==> src/rtl/bcd_conv_arbiter_pkg.sv <==
// ============================================================================
// Module      : bcd_conv_arbiter_pkg
// Description : Shared types, default constants and nibble-adjust helper for
//               the shared binary-to-BCD converter.
// Revision    : 1.0 - initial release
// ============================================================================
`default_nettype none

package bcd_conv_arbiter_pkg;

    localparam int c_N_REQ_DEF  = 4;
    localparam int c_BIN_W_DEF  = 16;
    localparam int c_DIGITS_DEF = 5;

    typedef enum logic [1:0] {
        S_IDLE = 2'd0,
        S_CONV = 2'd1,
        S_DONE = 2'd2
    } state_t;

    // Double-dabble correction applied before every shift.
    function automatic logic [3:0] nibble_adj(input logic [3:0] i_nib);
        return (i_nib >= 4'd5) ? (i_nib + 4'd3) : i_nib;
    endfunction

endpackage

`default_nettype wire

==> src/rtl/bcd_conv_arbiter_if.sv <==
// ============================================================================
// Module      : bcd_conv_arbiter_if
// Description : Request/response bus between requesters and the shared
//               BCD converter.
// Revision    : 1.0 - initial release
// ============================================================================
`default_nettype none

interface bcd_conv_arbiter_if
    import bcd_conv_arbiter_pkg::*;
#(
    parameter int N_REQ  = c_N_REQ_DEF,
    parameter int BIN_W  = c_BIN_W_DEF,
    parameter int DIGITS = c_DIGITS_DEF
);
    localparam int ID_W = $clog2(N_REQ);

    logic [N_REQ-1:0]       req_valid;
    logic [N_REQ-1:0]       req_ready;
    logic [N_REQ*BIN_W-1:0] req_data;
    logic                   rsp_valid;
    logic                   rsp_ready;
    logic [ID_W-1:0]        rsp_id;
    logic [4*DIGITS-1:0]    rsp_bcd;

    modport master (
        output req_valid, req_data, rsp_ready,
        input  req_ready, rsp_valid, rsp_id, rsp_bcd
    );

    modport slave (
        input  req_valid, req_data, rsp_ready,
        output req_ready, rsp_valid, rsp_id, rsp_bcd
    );

endinterface

`default_nettype wire

==> src/rtl/bcd_conv_arbiter_dabble_core.sv <==
// ============================================================================
// Module      : bcd_dabble_core
// Description : Iterative shift-add-3 engine, one iteration per enabled cycle.
// Revision    : 1.0 - initial release
// ============================================================================
`default_nettype none

module bcd_dabble_core
    import bcd_conv_arbiter_pkg::*;
#(
    parameter int BIN_W  = c_BIN_W_DEF,
    parameter int DIGITS = c_DIGITS_DEF
) (
    input  wire logic                clk,
    input  wire logic                rst_n,
    input  wire logic                i_load,
    input  wire logic [BIN_W-1:0]    i_operand,
    input  wire logic                i_step,
    output logic                     o_done,
    output logic [4*DIGITS-1:0]      o_bcd
);

    localparam int BCD_W = 4 * DIGITS;
    localparam int SH_W  = BCD_W + BIN_W;
    localparam int CNT_W = $clog2(BIN_W + 1);

    logic [SH_W-1:0]  r_sh;
    logic [CNT_W-1:0] r_cnt;
    logic [SH_W-1:0]  w_adj;
    logic [SH_W-1:0]  w_next;

    generate
        for (genvar d = 0; d < DIGITS; d++) begin : g_adj
            assign w_adj[BIN_W + 4*d +: 4] = nibble_adj(r_sh[BIN_W + 4*d +: 4]);
        end
    endgenerate

    assign w_adj[BIN_W-1:0] = r_sh[BIN_W-1:0];
    assign w_next           = w_adj << 1;

    // o_bcd is the value the register takes on the final step edge.
    assign o_done = i_step && (r_cnt == CNT_W'(BIN_W - 1));
    assign o_bcd  = w_next[SH_W-1 -: BCD_W];

    always_ff @(posedge clk or negedge rst_n) begin
        if (!rst_n) begin
            r_sh  <= '0;
            r_cnt <= '0;
        end else if (i_load) begin
            r_sh  <= {{BCD_W{1'b0}}, i_operand};
            r_cnt <= '0;
        end else if (i_step) begin
            r_sh  <= w_next;
            r_cnt <= r_cnt + 1'b1;
        end
    end

endmodule

`default_nettype wire

==> src/rtl/bcd_conv_arbiter.sv <==
// ============================================================================
// Module      : bcd_conv_arbiter
// Description : Round-robin arbiter sharing one double-dabble BCD engine
//               among N_REQ requesters; results are tagged with requester ID.
// Revision    : 1.0 - initial release
// ============================================================================
`default_nettype none

module bcd_conv_arbiter
    import bcd_conv_arbiter_pkg::*;
#(
    parameter int N_REQ  = c_N_REQ_DEF,
    parameter int BIN_W  = c_BIN_W_DEF,
    parameter int DIGITS = c_DIGITS_DEF
) (
    input  wire logic            clk,
    input  wire logic            rst_n,
    bcd_conv_arbiter_if.slave    bus
);

    localparam int ID_W  = $clog2(N_REQ);
    localparam int BCD_W = 4 * DIGITS;

    state_t             r_state;
    logic [ID_W-1:0]    r_ptr;
    logic [ID_W-1:0]    r_id;
    logic               r_rsp_valid;
    logic [BCD_W-1:0]   r_rsp_bcd;

    logic               w_found;
    logic [ID_W-1:0]    w_gnt;
    logic [ID_W:0]      w_sum;
    logic [ID_W-1:0]    w_idx;
    logic [ID_W-1:0]    w_ptr_next;
    logic               w_load;
    logic               w_done;
    logic [BCD_W-1:0]   w_bcd;
    logic [BIN_W-1:0]   w_operand;

    // First valid requester at or after the pointer, wrapping modulo N_REQ.
    always_comb begin
        w_found = 1'b0;
        w_gnt   = '0;
        w_sum   = '0;
        w_idx   = '0;
        for (int k = 0; k < N_REQ; k++) begin
            w_sum = {1'b0, r_ptr} + (ID_W+1)'(k);
            if (w_sum >= (ID_W+1)'(N_REQ)) begin
                w_sum = w_sum - (ID_W+1)'(N_REQ);
            end
            w_idx = w_sum[ID_W-1:0];
            if (!w_found && bus.req_valid[w_idx]) begin
                w_found = 1'b1;
                w_gnt   = w_idx;
            end
        end
    end

    assign w_ptr_next = (w_gnt == ID_W'(N_REQ - 1)) ? '0 : (w_gnt + 1'b1);
    assign w_load     = (r_state == S_IDLE) && w_found;
    assign w_operand  = bus.req_data[int'(w_gnt)*BIN_W +: BIN_W];

    assign bus.req_ready = (rst_n && w_load) ? (N_REQ'(1) << w_gnt) : '0;
    assign bus.rsp_valid = r_rsp_valid;
    assign bus.rsp_id    = r_id;
    assign bus.rsp_bcd   = r_rsp_bcd;

    bcd_dabble_core #(
        .BIN_W  (BIN_W),
        .DIGITS (DIGITS)
    ) u_core (
        .clk       (clk),
        .rst_n     (rst_n),
        .i_load    (w_load),
        .i_operand (w_operand),
        .i_step    (r_state == S_CONV),
        .o_done    (w_done),
        .o_bcd     (w_bcd)
    );

    always_ff @(posedge clk or negedge rst_n) begin
        if (!rst_n) begin
            r_state     <= S_IDLE;
            r_ptr       <= '0;
            r_id        <= '0;
            r_rsp_valid <= 1'b0;
            r_rsp_bcd   <= '0;
        end else begin
            case (r_state)
                S_IDLE: begin
                    if (w_found) begin
                        r_state <= S_CONV;
                        r_id    <= w_gnt;
                        r_ptr   <= w_ptr_next;
                    end
                end
                S_CONV: begin
                    if (w_done) begin
                        r_state     <= S_DONE;
                        r_rsp_valid <= 1'b1;
                        r_rsp_bcd   <= w_bcd;
                    end
                end
                S_DONE: begin
                    // Returning through IDLE keeps the accept edge free of new grants.
                    if (bus.rsp_ready) begin
                        r_state     <= S_IDLE;
                        r_rsp_valid <= 1'b0;
                    end
                end
                default: begin
                    r_state <= S_IDLE;
                end
            endcase
        end
    end

endmodule

`default_nettype wire

==> src/flat_wrapper.sv <==
// flat-port wrapper written by rule: the top's interface ports become plain ports
module bcd_conv_arbiter_flat import bcd_conv_arbiter_pkg::*;
#(
    parameter int N_REQ  = c_N_REQ_DEF,
    parameter int BIN_W  = c_BIN_W_DEF,
    parameter int DIGITS = c_DIGITS_DEF
)
  (clk, rst_n, bus_req_valid, bus_req_data, bus_rsp_ready, bus_req_ready, bus_rsp_valid, bus_rsp_id, bus_rsp_bcd);
  bcd_conv_arbiter_if #(.N_REQ(N_REQ), .BIN_W(BIN_W), .DIGITS(DIGITS)) bus_i ();
  input  wire logic clk;
  input  wire logic rst_n;
  input wire logic [$bits(bus_i.req_valid)-1:0] bus_req_valid;
  input wire logic [$bits(bus_i.req_data)-1:0] bus_req_data;
  input wire logic [$bits(bus_i.rsp_ready)-1:0] bus_rsp_ready;
  output wire logic [$bits(bus_i.req_ready)-1:0] bus_req_ready;
  output wire logic [$bits(bus_i.rsp_valid)-1:0] bus_rsp_valid;
  output wire logic [$bits(bus_i.rsp_id)-1:0] bus_rsp_id;
  output wire logic [$bits(bus_i.rsp_bcd)-1:0] bus_rsp_bcd;
  assign bus_i.req_valid = bus_req_valid;
  assign bus_i.req_data = bus_req_data;
  assign bus_i.rsp_ready = bus_rsp_ready;
  assign bus_req_ready = bus_i.req_ready;
  assign bus_rsp_valid = bus_i.rsp_valid;
  assign bus_rsp_id = bus_i.rsp_id;
  assign bus_rsp_bcd = bus_i.rsp_bcd;
  bcd_conv_arbiter #(.N_REQ(N_REQ), .BIN_W(BIN_W), .DIGITS(DIGITS)) u_core (.clk(clk), .rst_n(rst_n), .bus(bus_i));
endmodule
==> config.mk <==
export PLATFORM = sky130hd
export DESIGN_NAME = bcd_conv_arbiter_flat
export DESIGN_NICKNAME = d
export VERILOG_FILES = /design/src/rtl/bcd_conv_arbiter_pkg.sv /design/src/rtl/bcd_conv_arbiter_if.sv /design/src/rtl/bcd_conv_arbiter_dabble_core.sv /design/src/rtl/bcd_conv_arbiter.sv /design/src/flat_wrapper.sv
export SDC_FILE = /design/constraint.sdc
export NUM_CORES = 1
export LEC_CHECK = 0
export CAP_MARGIN = 20
export CORE_MARGIN = 2
export CORE_UTILIZATION = 37
export CTS_CLUSTER_DIAMETER = 120
export DETAILED_ROUTE_END_ITERATION = 10
export REMOVE_ABC_BUFFERS = 1
export SETUP_SLACK_MARGIN = 0.3
export SKIP_LAST_GASP = 1
export SLEW_MARGIN = 40
export SYNTH_ARGS = -nofsm -noshare
export SYNTH_HDL_FRONTEND = slang
export SYNTH_SLANG_ARGS = --single-unit
==> constraint.sdc <==
create_clock -name clk -period 2.3 [get_ports clk]
set_input_delay 0.345 -clock clk [delete_from_list [all_inputs] [get_ports clk]]
set_output_delay 0.345 -clock clk [all_outputs]
set_load 0.02 [all_outputs]
==> results of run 1 <==
## layer usage
layer | share of wire | vias up
li1 | - | 1657
met1 | 0.45 | 1575
met2 | 0.47 | 100
met3 | 0.059 | 17
met4 | 0.023 | 0
met5 | 0 | -
## layout by cell type, fill, tap and decap left out, drive strengths merged, types with 2 or more instances in the layout
master / netlist / final
a21o: 3 / 3
a21oi: 27 / 27
a22oi: 6 / 6
a32oi: 4 / 4
and3: 10 / 10
buf: 11 / 43
clkbuf: 11 / 13
clkdlybuf4s50: 0 / 88
clkinv: 0 / 2
dfrtp: 68 / 68
dlygate4sd2: 0 / 3
ha: 16 / 16
inv: 16 / 16
mux2: 6 / 6
mux2i: 30 / 30
nand2: 43 / 43
nand2b: 7 / 7
nand3: 19 / 19
nor2: 10 / 10
nor2b: 2 / 2
nor3: 3 / 3
nor3b: 10 / 10
nor4: 2 / 2
o211ai: 2 / 2
o21ai: 52 / 52
o221ai: 14 / 14
o31ai: 3 / 3
xnor2: 5 / 5
## power groups by stage
stage               clock network [uW]  registers (uW)  logic (uW)
finish                            1040            2110        3270
global route                      1120            2180        3700
CTS                               1070            2110        3260
detailed placement                   0            2120        3170
global placement                     0            2110        3100
floorplan                            0            2240        1890
## per-stage QoR
step,total power (uW),setup slack [ns]
final,6420,0.123
after global routing,7000,0.0459
after CTS,6440,0.125
after detailed placement,5290,-0.454
after global placement,5200,-0.402
after floorplan,4130,-0.214
## worst max-delay path, stage by stage, from the launching register on
cell,delay (ns)
dfrtp_2,0.45
buf_6,0.13
nor3b_4,0.15
nor3_4,0.25
inv_2,0.07
ha_2,0.17
and3_4,0.16
buf_6,0.12
## kinds of logic after synthesis
kind of cell,Yosys count,share of synthesized area
compound gates,114,0.195
simple gates,110,0.159
flops,68,0.437
buf+inv,38,0.0495
mux,36,0.0945
fa+ha+maj,16,0.0514
xor+xnor,6,0.0135
## worst max path at each step
stage	start	endpoint	slack, ns
floorplan	u_core.r_state[0]	u_core.bus.rsp_bcd[0]	-0.21
detailed placement	bus_req_valid[1]	bus_req_ready[0]	-0.45
global route	u_core.r_ptr[0]	bus_req_ready[0]	0.05
finish	u_core.r_ptr[0]	bus_req_ready[0]	0.12
CTS	u_core.r_ptr[0]	bus_req_ready[0]	0.12
global placement	bus_req_valid[0]	bus_req_ready[0]	-0.40
## flip-flops by register name (all words and copies together), names as in the netlist
register	flops
u_core.r_state	2
u_core.bus.rsp_id	2
u_core.u_core.r_cnt	5
u_core.bus.rsp_bcd	20
u_core.r_ptr	2
u_core.bus.rsp_valid	1
u_core.u_core.r_sh	36
## layout make-up
type	instances	area, um2	area share
inverter	16	60.1	0.0109
multi-input combinational	282	2070	0.376
clock inverter	3	43.8	0.00797
sequential	68	1700	0.310
tap	136	170	0.0310
timing repair buffer	135	1280	0.233
clock buffer	13	169	0.0307
## Yosys cell counts, types with 2 or more instances
cell,n
buf_2,4
nor2_4,2
o221ai_1,4
inv_1,15
o211ai_2,2
nand3_1,19
a22oi_1,6
buf_6,5
xnor2_1,5
nor3b_1,9
o21ai_1,7
clkbuf_1,11
a21oi_1,27
buf_4,2
o221ai_2,10
ha_1,16
o21ai_0,45
a32oi_1,4
nand2b_1,7
dfrtp_1,68
mux2i_1,30
o31ai_1,2
mux2_2,6
and3_1,10
a21o_1,3
nor2_1,8
nand2_1,42
## what timing repair did
| action | 4_1_cts | 5_1_grt |
|---|---|---|
| endpoints found under the hold margin | 0 | 0 |
| setup buffers | 4 | 3 |
| pin swaps | 4 | 1 |
| setup endpoints to repair | 19 | 32 |
| gates resized for setup | 44 | 6 |
==> impl_metrics.toml, run 1 <==
[run_status]
status = "finished, final reports clean"

[logic_synthesis]
ys_seq_elements = 68
synth_enable_flop_cells = 0
synth_cell_types = 46
syn_area_um2 = 3890
synth_flop_cell = "dfrtp_1"
synth_top_area_share = 0.437
ys.warnings.count = 0
syn_avg_cell_area_um2 = 10.0
synth_cells = 388
synth_top_cells_by_area = "dfrtp_1, mux2i_1, o21ai_0, ha_1, nand2_1"
yosysSeqAreaShare = 0.437
yosysTopAreaCell = "dfrtp_1"
synth-async-reset-ratio = 1.00

[floorplan]
num_rows = 37
dieWidth_um = 107
dieArea_um2 = 11400
start_util = 0.379
core_um2 = 10300
io_pins = 98
die_h_um = 107

[sta]
setup-violations-final = 0
finClkSkew_ns = 0.00625
tightest_slew_ns = 0.713
slew_violations = 0
relSlewSlack = 0.524
layout_min_cycle_time_ns = 2.18
fmax_mhz = 459
finalSetupTns_ns = 0
fin_crit_sh = 0.947
hold-worst-slack_ns = 0.0369
rsz0062_at_grt = "yes"
finalHoldViolCount = 0

[drt]
first_iter_violations = 119
totalWireLength_um = 9400
routed-via-count = 3349
postRouteAntennaNets = 0
wl_per_cell_um = 14.4
firstDrtPassIters = 4
avgViaCountPerCell = 5.13
drc_errors = 0

[power]
p_clk_frac = 0.162
p_sw_uw = 2530
power.density_nw_per_um2 = 1170
combPwrFrac = 0.510
p_leak_uw = 0.00246
switching_share = 0.393
peakVddDrop_mv = 0.374
pwr-share-seq = 0.328
p_int_uw = 3900

[clocking]
clkLatencyLatePin_ns = 0.34
clk_path_buf_depth = 2
h-tree-depth = 3
hold_buffers = 0
clk_pin_slew_worst_paths_ns = 0.07
numCtsBuffers = 9
cts.sinks = 68
cts_tree = "done"
cts-root-buf = "clkbuf_8"

[global_routing]
grt_util_met1 = 0.236
antenna_found_initial = 0
grtUsageMet3 = 0.0419
use_met2 = 0.278
grt_pass1_wl_um = 16000
grt_pass1_vias = 3331
grt_overflow = 0
grt_max_degree = 57
top_usage_layer = "met2"
track_usage = 0.177

[job]
max_cap_viol_count = 0

[cells_and_area]
final_cell_area_um2 = 5490
final_core_util = 0.535
antenna_cells = 0
fin_cells = 653
layout.nets = 599
drive_gt1_frac = 0.203
fillers = 968
area_delta_synth_final_pct = 41.1

[placed_design]
dpl-instance-area_um2 = 5150
dp_hpwl_um = 6870
dp.cells = 630
io_buffers = 97
gp_congestion = 0.774

[worst_setup_path]
critPathMaxFanout = 4
reg2reg_slack_ns = 0.34
r2r-end = "u_core.u_core.r_sh[10]"
worstPathArrival_ns = 1.83
setup.worst_path.start_class = "flip-flop"
critical_path_required_ns = 1.96
worstSetupPathType = "flip-flop to primary output"
ff2ff_path_depth = 6
r2r-start = "u_core.r_ptr[0]"
end_kind = "primary output"

[worst_hold_path]
min_path_type = "primary input to asynchronous set/reset pin"
No activity file was read; power rests on OpenSTA's default activity.
==> run 2: changes to the inputs <==
--- a/config.mk
+++ b/config.mk
@@ -6,6 +6,7 @@
 export NUM_CORES = 1
 export LEC_CHECK = 0
 export CAP_MARGIN = 20
+export CORE_ASPECT_RATIO = 0.8
 export CORE_MARGIN = 2
 export CORE_UTILIZATION = 37
 export CTS_CLUSTER_DIAMETER = 120
==> impl_metrics.toml, run 2 (synthesis gave the netlist of run 1 again) <==
[sta]
layout_min_cycle_time_ns = 2.19
fin_crit_sh = 0.950
hold-worst-slack_ns = 0.452
finalHoldViolCount = 0
fmax_mhz = 458
setup-violations-final = 0
tightest_slew_ns = 0.594
rsz0062_at_grt = "yes"
relSlewSlack = 0.604
slew_violations = 0
finClkSkew_ns = 0.00574

[drt]
first_iter_violations = 196
wl_per_cell_um = 14.5
drc_errors = 0
totalWireLength_um = 9530
avgViaCountPerCell = 5.09
routed-via-count = 3352
postRouteAntennaNets = 0
firstDrtPassIters = 4

[power]
power.density_nw_per_um2 = 1230
total_power_uw = 6930
peakVddDrop_mv = 0.485
p_leak_uw = 0.00252

[cells_and_area]
drive_gt1_frac = 0.195
area_delta_synth_final_pct = 44.4
most-common-layout-cells = "clkdlybuf4s50_1, dfrtp_1, o21ai_0"
fillers = 974
regMostFlops = "u_core.u_core.r_sh"
layout.nets = 599
largest_reg_flops = 36
layout_commonest_cell = "clkdlybuf4s50_1"

[worst_setup_path]
end_kind = "primary output"
r2r-end = "u_core.u_core.r_sh[14]"
cp-startpoint = "bus_req_valid[1]"
r2r-start = "u_core.r_ptr[0]"
setup.worst_path.start_class = "primary input"
reg2reg_slack_ns = 0.31
ff2ff_path_depth = 6
critical_path_required_ns = 1.96
worstPathArrival_ns = 1.84
worstSetupPathType = "primary input to primary output"
critPathMaxFanout = 5

[clocking]
cts-root-buf = "clkbuf_16"
cts_tree = "done"
cts.sinks = 68
clkLatencyLatePin_ns = 0.33
clk_pin_slew_worst_paths_ns = 0.06
numCtsBuffers = 9
clk_path_buf_depth = 2
h-tree-depth = 3

[worst_hold_path]
min_path_type = "primary input to asynchronous set/reset pin"

[floorplan]
dieArea_um2 = 11400
io_pins = 98
num_rows = 33
dieWidth_um = 119
start_util = 0.380
core_um2 = 10200
die_h_um = 95.8

[placed_design]
dp_hpwl_um = 6910
io_buffers = 97
gp_congestion = 0.850

[global_routing]
antenna_found_initial = 0
grt_overflow = 0
grt_pass1_wl_um = 16000
grt_max_degree = 66
track_usage = 0.177
grt_pass1_vias = 3326

[job]
max_cap_viol_count = 0

[run_status]
status = "finished, final reports clean"
run 2: changes by cell type in the layout (fill, tap and decap cells not counted), sizes merged:
cell           previous run  this run
clkbuf                   13        10
buf                      43        42
bufinv                    1         2
clkdlybuf4s15             1         0
clkinvlp                  0         1
diode                     0         1
dlygate4sd2               3         4
dlygate4sd3               0         1
inv                      16        17
run 2: cell type report:
| type | instances | area, um2 | area share |
|---|---|---|---|
| sequential | 68 | 1700 | 0.303 |
| antenna | 1 | 2.50 | 0.000445 |
| tap | 140 | 175 | 0.0312 |
| multi-input combinational | 282 | 2040 | 0.364 |
| inverter | 16 | 60.1 | 0.0107 |
| timing repair buffer | 135 | 1310 | 0.233 |
| clock inverter | 6 | 86.3 | 0.0154 |
| clock buffer | 10 | 239 | 0.0425 |
run 2: report_power, final:
part | leakage, uW | internal (uW) | switching, uW
clock | 0.000159 | 978 | 519
combinational | 0.00150 | 1620 | 1700
sequential | 0.000863 | 1720 | 397
total | 0.00252 | 4310 | 2620
run 2: per-layer routing:
metal  GRT usage  wire length [um]  up-vias
met3      0.0592               658       12
met5           0                 0        -
met1       0.227              4440     1576
li1            -                 -     1657
met4      0.0407               129        0
met2       0.295              4300      107
run 2: critical path, cell delays in order:
cell and delay [ns]:
dlygate4sd2_1 0.40, nor2b_4 0.09, nor4_4 0.36, nor2_4 0.10, buf_6 0.12, ha_2 0.15, and3_4 0.16, buf_6 0.12
run 2: per-stage QoR:
stage               instance area, um2  setup slack, ns  std cells  setup TNS, ns  utilization
floorplan                         3760           -0.214        366          -1.81            -
global placement                  5180           -0.414        634          -2.75        0.506
detailed placement                5180           -0.450        634          -3.78        0.506
CTS                               5600            0.120        656              0        0.547
global route                      5620           0.0393        657              0        0.549
finish                            5620            0.115        658              0        0.549
run 2: worst max-delay path by stage:
| stage | to | cells after the start | slack, ns |
|---|---|---|---|
| 4_1_cts | bus_req_ready[0] | 7 | 0.12 |
| 5_1_grt | bus_req_ready[3] | 7 | 0.04 |
| 2_1_floorplan | u_core.bus.rsp_bcd[0] | 4 | -0.21 |
| 6_report | bus_req_ready[0] | 8 | 0.11 |
| 3_5_place_dp | bus_req_ready[3] | 8 | -0.45 |
| 3_3_place_gp | bus_req_ready[2] | 7 | -0.41 |
run 2: repair_timing:
| item | 4_1_cts | 5_1_grt |
|---|---|---|
| hold buffers | 1 | 0 |
| resized for setup | 43 | 1 |
| pin swaps | 7 | 3 |
| buffers inserted | 5 | 1 |
| hold endpoints to repair | 3 | 0 |
| setup endpoints to repair | 20 | 20 |
==> run 3: changes to the inputs <==
==> constraint.sdc (replaced) <==
create_clock -name clk -period 2.7 [get_ports clk]
set_input_delay 0.405 -clock clk [delete_from_list [all_inputs] [get_ports clk]]
set_output_delay 0.405 -clock clk [all_outputs]
set_load 0.02 [all_outputs]
==> impl_metrics.toml, run 3 (synthesis gave the netlist of run 1 again) <==
[run_status]
status = "finished, final reports clean"

[sta]
setup-violations-final = 0
fmax_mhz = 435
fin_crit_sh = 0.851
hold-worst-slack_ns = 0.473
finClkSkew_ns = 0.00826
slew_violations = 0
rsz0062_at_grt = "no"
finalSetupTns_ns = 0
relSlewSlack = 0.600
tightest_slew_ns = 0.599
layout_min_cycle_time_ns = 2.30
finalHoldViolCount = 0

[cells_and_area]
fillers = 962
layout_commonest_cell = "clkdlybuf4s50_1"
drive_gt1_frac = 0.171
layout.nets = 592
final_cell_area_um2 = 5480
fin_cells = 650
regMostFlops = "u_core.u_core.r_sh"
multi_input_comb_area_um2 = 2020
area_delta_synth_final_pct = 40.6
largest_reg_flops = 36
most-common-layout-cells = "clkdlybuf4s50_1, dfrtp_1, o21ai_0"
regArea_um2 = 1700
antenna_cells = 0

[drt]
drc_errors = 0
first_iter_violations = 121
avgViaCountPerCell = 5.03
wl_per_cell_um = 14.5
totalWireLength_um = 9410
postRouteAntennaNets = 0
firstDrtPassIters = 4
routed-via-count = 3267

[global_routing]
top_usage_layer = "met2"
track_usage = 0.172
grt_overflow = 0
grt_util_met1 = 0.224
grt_pass1_wl_um = 15500
use_met2 = 0.281
grtUsageMet3 = 0.0456
grt_max_degree = 67
antenna_found_initial = 0
grt_pass1_vias = 3237

[job]
max_cap_viol_count = 0

[worst_setup_path]
worstSetupPathType = "flip-flop to primary output"
setup.worst_path.start_class = "flip-flop"
slowest_delay_ns = 0.46
worst_path_max_delay_cell = "dfrtp_2"
critPathMaxFanout = 5
end_kind = "primary output"
cp_cell_sequence = "nand2b_4 -> and4b_4 -> nor2_4 -> inv_1 -> ha_1 -> and3_1 -> buf_2"
critical_path_required_ns = 2.30
worstPathArrival_ns = 1.89

[clocking]
numCtsBuffers = 9
clk_path_buf_depth = 2
cts.sinks = 68
clk_pin_slew_worst_paths_ns = 0.06
cts-root-buf = "clkbuf_16"
h-tree-depth = 3
cts_tree = "done"
clkLatencyLatePin_ns = 0.33

[power]
peakVddDrop_mv = 0.390
p_leak_uw = 0.00247
power.density_nw_per_um2 = 1060
total_power_uw = 5790

[floorplan]
core_um2 = 10200
io_pins = 98
num_rows = 33
die_h_um = 95.8
dieArea_um2 = 11400
start_util = 0.380
dieWidth_um = 119

[placed_design]
gp_congestion = 0.846
dpl-instance-area_um2 = 5100
dp.cells = 630
dp_hpwl_um = 6870
io_buffers = 97

[worst_hold_path]
min_path_type = "flip-flop to flip-flop"
-- run 3: changes by cell type in the layout (fill, tap and decap cells not counted), moves of 2 or more --
cell           delta
inv_2             -2
ha_2              -2
ha_1              +2
dlygate4sd2_1     -2
buf_4             -2
inv_1             +2
and3_4            -2
buf_2             +4
buf_6             -5
clkinv_2          -2
and3_1            +2
buf_12            -4
-- run 3: layout make-up --
| type | instances | area share |
|---|---|---|
| clock buffers | 11 | 0.0443 |
| repair buffers | 128 | 0.217 |
| multi-input cells | 282 | 0.370 |
| flip-flops and latches | 68 | 0.311 |
| inverters | 16 | 0.0110 |
| clock inverters | 5 | 0.0153 |
| well taps | 140 | 0.0320 |
-- run 3: worst paths after layout --
path / end / start / cells after the start / slack (ns)
setup / recovery: bus_req_ready[3] / u_core.r_ptr[0] / 7 / 0.40
hold / removal: u_core.bus.rsp_bcd[13] / u_core.bus.rsp_bcd[13] / 2 / 0.47
setup reg to reg: u_core.u_core.r_sh[2] / u_core.r_ptr[0] / 7 / 0.55
hold reg to reg: u_core.bus.rsp_bcd[13] / u_core.bus.rsp_bcd[13] / 2 / 0.47
max in group asynchronous: u_core.bus.rsp_bcd[11] / rst_n / 3 / 1.39
min in group asynchronous: u_core.bus.rsp_id[0] / rst_n / 2 / 0.51
-- run 3: report_power, final --
group          switching (uW)  internal [uW]  leakage, uW  total (uW)
logic                    1410           1290      0.00146        2690
registers                 352           1460     0.000863        1810
clock network             443            837     0.000152        1280
total                    2200           3590      0.00247        5790
-- run 3: per-stage QoR --
stage | setup slack [ns] | utilization
global placement | -0.150 | 0.499
floorplan | 0.186 | -
global route | 0.324 | 0.535
finish | 0.403 | 0.535
CTS | 0.269 | 0.533
detailed placement | -0.207 | 0.499
-- run 3: critical path: cells and delay by family, from the launching register on --
family                   cells  cell delay (ns)
AND/OR/NAND/NOR              4             0.67
adder cells (fa/ha/maj)      1             0.20
buffers and inverters        2             0.23
flip-flops                   1             0.46
-- run 3: layer usage --
| metal | vias to the layer above | wire, um |
|---|---|---|
| met4 | 0 | 146 |
| met2 | 97 | 4320 |
| met5 | - | 0 |
| met1 | 1513 | 4380 |
| met3 | 14 | 566 |
| li1 | 1643 | - |
-- run 3: timing repair --
action                                 CTS  global route
gates resized for setup                 23             6
pin swaps                                3             3
hold buffers                             1             0
setup endpoints to repair                4             4
buffers inserted                         0             3
endpoints found under the hold margin    2             0
